## src/rtl/sram_ctrl.sv

```systemverilog
// Single-request initiator for a 1K x 8 asynchronous SRAM: setup, access, hold phases.
// Define SRAM_CTRL_WRITE_VERIFY_EN to add a read-back check (VRFY phase) after writes.
module sram_ctrl #(
    parameter int ACC_CYCLES = 2,
    parameter int AW         = 10,
    parameter int DW         = 8
) (
    input  logic          clk,
    input  logic          rst_n,
    input  logic          req_valid,
    output logic          req_ready,
    input  logic          req_wr,
    input  logic [AW-1:0] req_addr,
    input  logic [DW-1:0] req_wdata,
    output logic          rsp_valid,
    output logic          rsp_wr,
    output logic [DW-1:0] rsp_rdata,
    output logic          rsp_err,
    output logic          sram_cs,
    output logic          sram_wr,
    output logic [AW-1:0] sram_addr,
    output logic [DW-1:0] sram_din,
    input  logic [DW-1:0] sram_dout
);

`ifdef SRAM_CTRL_WRITE_VERIFY_EN
    typedef enum logic [2:0] {IDLE, SETUP, ACCESS, HOLD, VRFY} state_t;
`else
    typedef enum logic [1:0] {IDLE, SETUP, ACCESS, HOLD} state_t;
`endif

    localparam logic [3:0] LAST = 4'(ACC_CYCLES - 1);

    state_t        state_q;
    logic [3:0]    cnt_q;
    logic [3:0]    cnt_d;
    logic          op_q;
    logic          req_ready_q;
    logic          rsp_valid_q;
    logic          rsp_wr_q;
    logic [DW-1:0] rsp_rdata_q;
    logic          sram_cs_q;
    logic          sram_wr_q;
    logic [AW-1:0] sram_addr_q;
    logic [DW-1:0] sram_din_q;
`ifdef SRAM_CTRL_WRITE_VERIFY_EN
    logic          rsp_err_q;
`endif

    assign cnt_d = cnt_q + 4'd1;

    // sram_addr_q/sram_din_q double as the latched request address and write data.
    always_ff @(posedge clk or negedge rst_n) begin
        if (!rst_n) begin
            state_q     <= IDLE;
            cnt_q       <= 4'd0;
            op_q        <= 1'b0;
            req_ready_q <= 1'b0;
            rsp_valid_q <= 1'b0;
            rsp_wr_q    <= 1'b0;
            rsp_rdata_q <= '0;
            sram_cs_q   <= 1'b0;
            sram_wr_q   <= 1'b0;
            sram_addr_q <= '0;
            sram_din_q  <= '0;
`ifdef SRAM_CTRL_WRITE_VERIFY_EN
            rsp_err_q   <= 1'b0;
`endif
        end else begin
            rsp_valid_q <= 1'b0;
            case (state_q)
                IDLE: begin
                    req_ready_q <= 1'b1;
                    if (req_valid && req_ready_q) begin
                        req_ready_q <= 1'b0;
                        op_q        <= req_wr;
                        sram_wr_q   <= req_wr;
                        sram_addr_q <= req_addr;
                        sram_din_q  <= req_wdata;
                        state_q     <= SETUP;
                    end
                end
                SETUP: begin
                    cnt_q     <= 4'd0;
                    sram_cs_q <= 1'b1;
                    state_q   <= ACCESS;
                end
                ACCESS: begin
                    cnt_q <= cnt_d;
                    if (cnt_q == LAST) begin
                        if (!op_q) begin
                            rsp_rdata_q <= sram_dout;
                        end
                        sram_cs_q   <= 1'b0;
                        rsp_valid_q <= 1'b1;
                        rsp_wr_q    <= op_q;
                        state_q     <= HOLD;
`ifdef SRAM_CTRL_WRITE_VERIFY_EN
                        // Writes stay selected and turn into a read-back of the same address.
                        if (op_q) begin
                            sram_cs_q   <= 1'b1;
                            sram_wr_q   <= 1'b0;
                            rsp_valid_q <= 1'b0;
                            cnt_q       <= 4'd0;
                            state_q     <= VRFY;
                        end
`endif
                    end
                end
`ifdef SRAM_CTRL_WRITE_VERIFY_EN
                VRFY: begin
                    cnt_q <= cnt_d;
                    if (cnt_q == LAST) begin
                        rsp_err_q   <= (sram_dout != sram_din_q);
                        sram_cs_q   <= 1'b0;
                        rsp_valid_q <= 1'b1;
                        rsp_wr_q    <= op_q;
                        state_q     <= HOLD;
                    end
                end
`endif
                HOLD: begin
                    sram_wr_q   <= 1'b0;
                    req_ready_q <= 1'b1;
`ifdef SRAM_CTRL_WRITE_VERIFY_EN
                    rsp_err_q   <= 1'b0;
`endif
                    state_q     <= IDLE;
                end
                default: state_q <= IDLE;
            endcase
        end
    end

    assign req_ready = req_ready_q;
    assign rsp_valid = rsp_valid_q;
    assign rsp_wr    = rsp_wr_q;
    assign rsp_rdata = rsp_rdata_q;
    assign sram_cs   = sram_cs_q;
    assign sram_wr   = sram_wr_q;
    assign sram_addr = sram_addr_q;
    assign sram_din  = sram_din_q;
`ifdef SRAM_CTRL_WRITE_VERIFY_EN
    assign rsp_err   = rsp_err_q;
`else
    assign rsp_err   = 1'b0;
`endif

endmodule

```

## config.mk

```make
export PLATFORM = sky130hd
export DESIGN_NAME = sram_ctrl
export DESIGN_NICKNAME = d
export VERILOG_FILES = /design/src/rtl/sram_ctrl.sv
export SDC_FILE = /design/constraint.sdc
export NUM_CORES = 1
export LEC_CHECK = 0
export BUFFER_PORTS_ARGS = -buffer_cell sky130_fd_sc_hd__buf_4
export CORE_AREA = 8 8 65 67
export DETAILED_ROUTE_END_ITERATION = 10
export DIE_AREA = 0 0 73 75
export PLACE_DENSITY = 0.82
export SYNTH_ARGS = -nofsm -noshare
export SYNTH_HDL_FRONTEND = slang
export SYNTH_SLANG_ARGS = --single-unit
```

## constraint.sdc

```tcl
create_clock -name clk -period 2.85 [get_ports clk]
set_input_delay 0.4275 -clock clk [delete_from_list [all_inputs] [get_ports clk]]
set_output_delay 0.4275 -clock clk [all_outputs]
set_load 0.01 [all_outputs]
```

## After elaboration in Yosys (flattened, before gate mapping)

Index checks and enable logic that the tools add are counted.

- Add/sub/neg operators: 1
- Multipliers: 0
- Divide/modulo/power cells: 0
- Order comparisons: 0
- Equality and inequality tests: 6
- Shifts and indexed selects: 0
- Mux-type cells: 12
- Bitwise gates (word level): 1
- Reduce and logical (&&, ||, !) cells: 10

Operators by type and width:

| cell | number |
|---|---|
| AND reduction 2 bit | 5 |
| case mux 2 bit (4 select lines) | 1 |
| case mux 4 bit (2 select lines) | 1 |
| case mux 1 bit (2 select lines) | 3 |
| two-way mux 1 bit | 5 |
| adder 4 x 1 -> 4 bit, second input constant | 1 |
| equality test 2 bit, second input constant | 2 |
| equality test 4 x 1 -> 1 bit, second input constant | 1 |
| two-way mux 2 bit | 2 |
| != test 2 bit, second input constant | 2 |
| nonzero test 2 bit | 2 |
| AND reduction 3 bit | 1 |
| equality test 2 x 1 -> 1 bit, second input constant | 1 |
| zero test 2 bit | 1 |
| logical AND 1 bit | 1 |
| inverter 1 bit | 1 |

- Bits in registers: 38
- Latch bits: 0
- RAM bits: 0
- Bits in read-only memories: 0
- Input port bits: 30
- Output and inout bits: 32
- Word-level logic and storage cells: 41
- Memories kept: 0

## Depth between registers and ports, before layout

- Depth after elaboration: 3
- Gate-level depth with buffers: 6
- Mapped depth without buffers: 5

## Least setup slack after synthesis

No wires, ideal clock.

- Path type: register to register
- Start point: register cnt_q[1]
- End point: register rsp_rdata_q[0], in the netlist rsp_rdata[0]
- Library setup time: 125 ps
- Arrival: 1681 ps
- Data required time: 2725 ps
- Setup slack: 1044 ps
- Cell stages (with the launch flop): 6
- Path buffers: 0
- Clock period less this slack: 1806 ps
- Cells stage by stage: dfrtp_1 > inv_1 > ha_1 > or3b_4 > nor3b_4 > mux2_2

- Word-level cells in the longest chain between the ends: 2

Ends and longest elaborated chain:

| item | line | source |
|---|---|---|
| start, declared | 35 | `logic [3:0] cnt_q;` |
| start signal, assigned | 89 | `cnt_q <= cnt_d;` |
| equality test 4 x 1 -> 1 bit | 90 | `if (cnt_q == LAST) begin` |
| AND reduction 3 bit (no line) | -- |  |
| end signal, assigned | 92 | `rsp_rdata_q <= sram_dout;` |
| end, declared | 41 | `logic [DW-1:0] rsp_rdata_q;` |

Every way passes these cells.
A chain may end at the register's enable or synchronous reset.

## Final worst setup path

- Start point: register cnt_q[1]
- End point: register rsp_rdata_q[5], in the netlist rsp_rdata[5]

Same word-level chain as after synthesis.

==> flow_metrics.tcl <==
set metrics [dict create \
    area_growth_pct 34.6 \
    worstReg2RegStart "cnt_q[1]" \
    seq_area_frac_synth_pct 59.5 \
    period_share_pct 69.7 \
    leakage_nw 1.05 \
    setup.worst_path.end_class "register" \
    root_buffer "clkbuf_4" \
    max_stage_delay_ps 420 \
    rsz0062_at_grt "no" \
    yosys_warnings 0 \
    place.gp.congestion 0.771 \
    tns_ps 0 \
    rows 21 \
    yosysTopAreaCell "dfrtp_1" \
    grt_pass1_wl_mm 5.69 \
    dpl_worst_slack_ps 839 \
    dp_cells 217 \
    drt_iter0_markers 41 \
    insertion_delay_ps 340 \
    start_util_pct 49.4 \
    hold_viol 0 \
    post-cts-setup-buffer-count 0 \
    start_kind "register" \
    chipHeight_um 75 \
    dr.pass1.iters 4 \
    worstPathCellList "inv_1 > ha_1 > or3b_4 > nor3b_4 > mux2_2" \
    vias 1089 \
    path_delay_family "simple AND/OR/NAND/NOR gates" \
    fin_worst_skew_ps 7.09 \
    critPathBufInv 1 \
    ir_drop_mv 0.521 \
    clk_pin_slew_ps 100 \
    htreeDepth 2 \
    grt_max_degree 39 \
    antenna_found_initial 0 \
    async_reset_ff_share_pct 100 \
    synth_area_leaders "dfrtp_1 (60%), mux2_2 (19%), ha_1 (5.5%)" \
    synth_top_flop_cell "dfrtp_1" \
    fin_crit_ps 1990 \
    cts_resized 0 \
    synth_nets 152 \
    holdCritPathClass "primary input to async pin" \
    diodes 0 \
    antenna_left 0 \
    synth_top_area_share_pct 59.5 \
    routed_via_density 4.84 \
    finalMaxSlewViolations 0 \
    critPathKind "register to register" \
    cts_tree "done" \
    clock_path_buffers 2 \
    final-setup-viol-count 0 \
    layout.nets 215 \
    grt_overflow 0 \
    layout_setup_ws_ps 862 \
    num_io_pins 62 \
    dieArea_mm2 0.00548 \
    stdcell_count 225 \
    drt-total-wl_mm 3.46 \
    synth-edff-count 0 \
    clkSinkCount 38 \
    wl_per_cell_um 15.4 \
    grt_pass1_vias 1246 \
    max_cap_viol_count 0 \
    startpoint "cnt_q[1]" \
    crit_fanout 9 \
    synth_seq_cells 38 \
    synth_most_common_cell "dfrtp_1" \
    max_freq_mhz 503 \
    yosys-top-cells-count "dfrtp_1 (38), mux2_2 (27), ha_1 (7)" \
    synth_cell_types 24 \
    layout-drive-gt1-share_pct 54.7 \
    dp_hpwl_mm 2.69 \
    drc_errors 0 \
    port_buffers 60 \
    grt_usage_pct 13.5 \
    holdBufCountCts 0 \
    critical_path_arrival_ps 2220 \
    outcome "finished clean" \
    power.density_mw_per_mm2 1080 \
    placeableCoreArea_mm2 0.00323 \
    cp_slowest_cell "dfrtp_1" \
    die_w_um 73 \
    holdWs_ps 25.0 \
    synth_area_per_cell_um2 13.9 \
    syn_inst 115 \
    synth_area_mm2 0.00160 \
    worstPathRequired_ps 3080 \
    numCtsBuffers 5 \
]
-- power breakdown --
part	internal (W)	switching, W
clock	0.000120	0.000166
combinational	0.000601	0.000480
sequential	0.000797	0.000159
-- kinds of logic after synthesis --
group                    synth area share, %
multiplexers                            20.9
other                                  0.235
adder cells (fa/ha/maj)                 5.48
AND/OR/NAND/NOR                         6.50
buffers and inverters                   2.82
flip-flops                              59.5
AO/OA/AOI/OAI                           4.54
-- placed cells by master, fill, tap and decap left out, types with 2 or more instances in the layout --
master / instances
buf_4: 61
dfrtp_1: 38
mux2_2: 27
ha_1: 7
inv_1: 6
nand3_1: 6
clkbuf_4: 5
nor2_1: 4
a21oi_1: 3
mux2i_1: 3
o21ai_0: 3
nand2_1: 2
-- final cells by class --
class                   instances  area [µm²]
fillers                       251        1080
flip-flops and latches         38         951
multi-input cells              66         602
repair buffers                 61         458
well taps                      46        57.6
clock buffers                   7        55.1
inverters                       6        22.5
clock inverters                 1        5.00
-- per-stage QoR --
step	instance area [µm²]	power, W	utilization [%]
floorplan	1600	0.00154	-
global placement	2090	0.00201	64.7
detailed placement	2090	0.00207	64.7
CTS	2150	0.00236	66.6
global route	2150	0.00250	66.6
finish	2150	0.00232	66.6
-- per-layer routing --
metal / track usage (%) / wire (µm) / vias up
li1: - / - / 520
met2: 23.7 / 1880 / 34
met3: 4.39 / 172 / 8
met5: 0 / 0 / -
met1: 13.9 / 1330 / 527
met4: 8.00 / 81 / 0
-- final timing paths --
path                                      to  slack (ps)  cells after the start
worst max-delay path            rsp_rdata[5]         860                      5
worst min-delay path                  rsp_wr          30                      1
worst max register to register  rsp_rdata[5]         860                      5
worst min register to register        rsp_wr         520                      2
max in group asynchronous       sram_addr[1]        2500                      1
min in group clk                   req_ready         280                      2
-- registers in the layout (all words and copies together), names as in the netlist --
name       flops
sram_cs        1
sram_addr     10
rsp_wr         1
req_ready      1
cnt_q          4
rsp_rdata      8
sram_din       8
sram_wr        1
state_q        2
op_q           1
rsp_valid      1
Note: power is estimated with default switching activity, not from simulation.
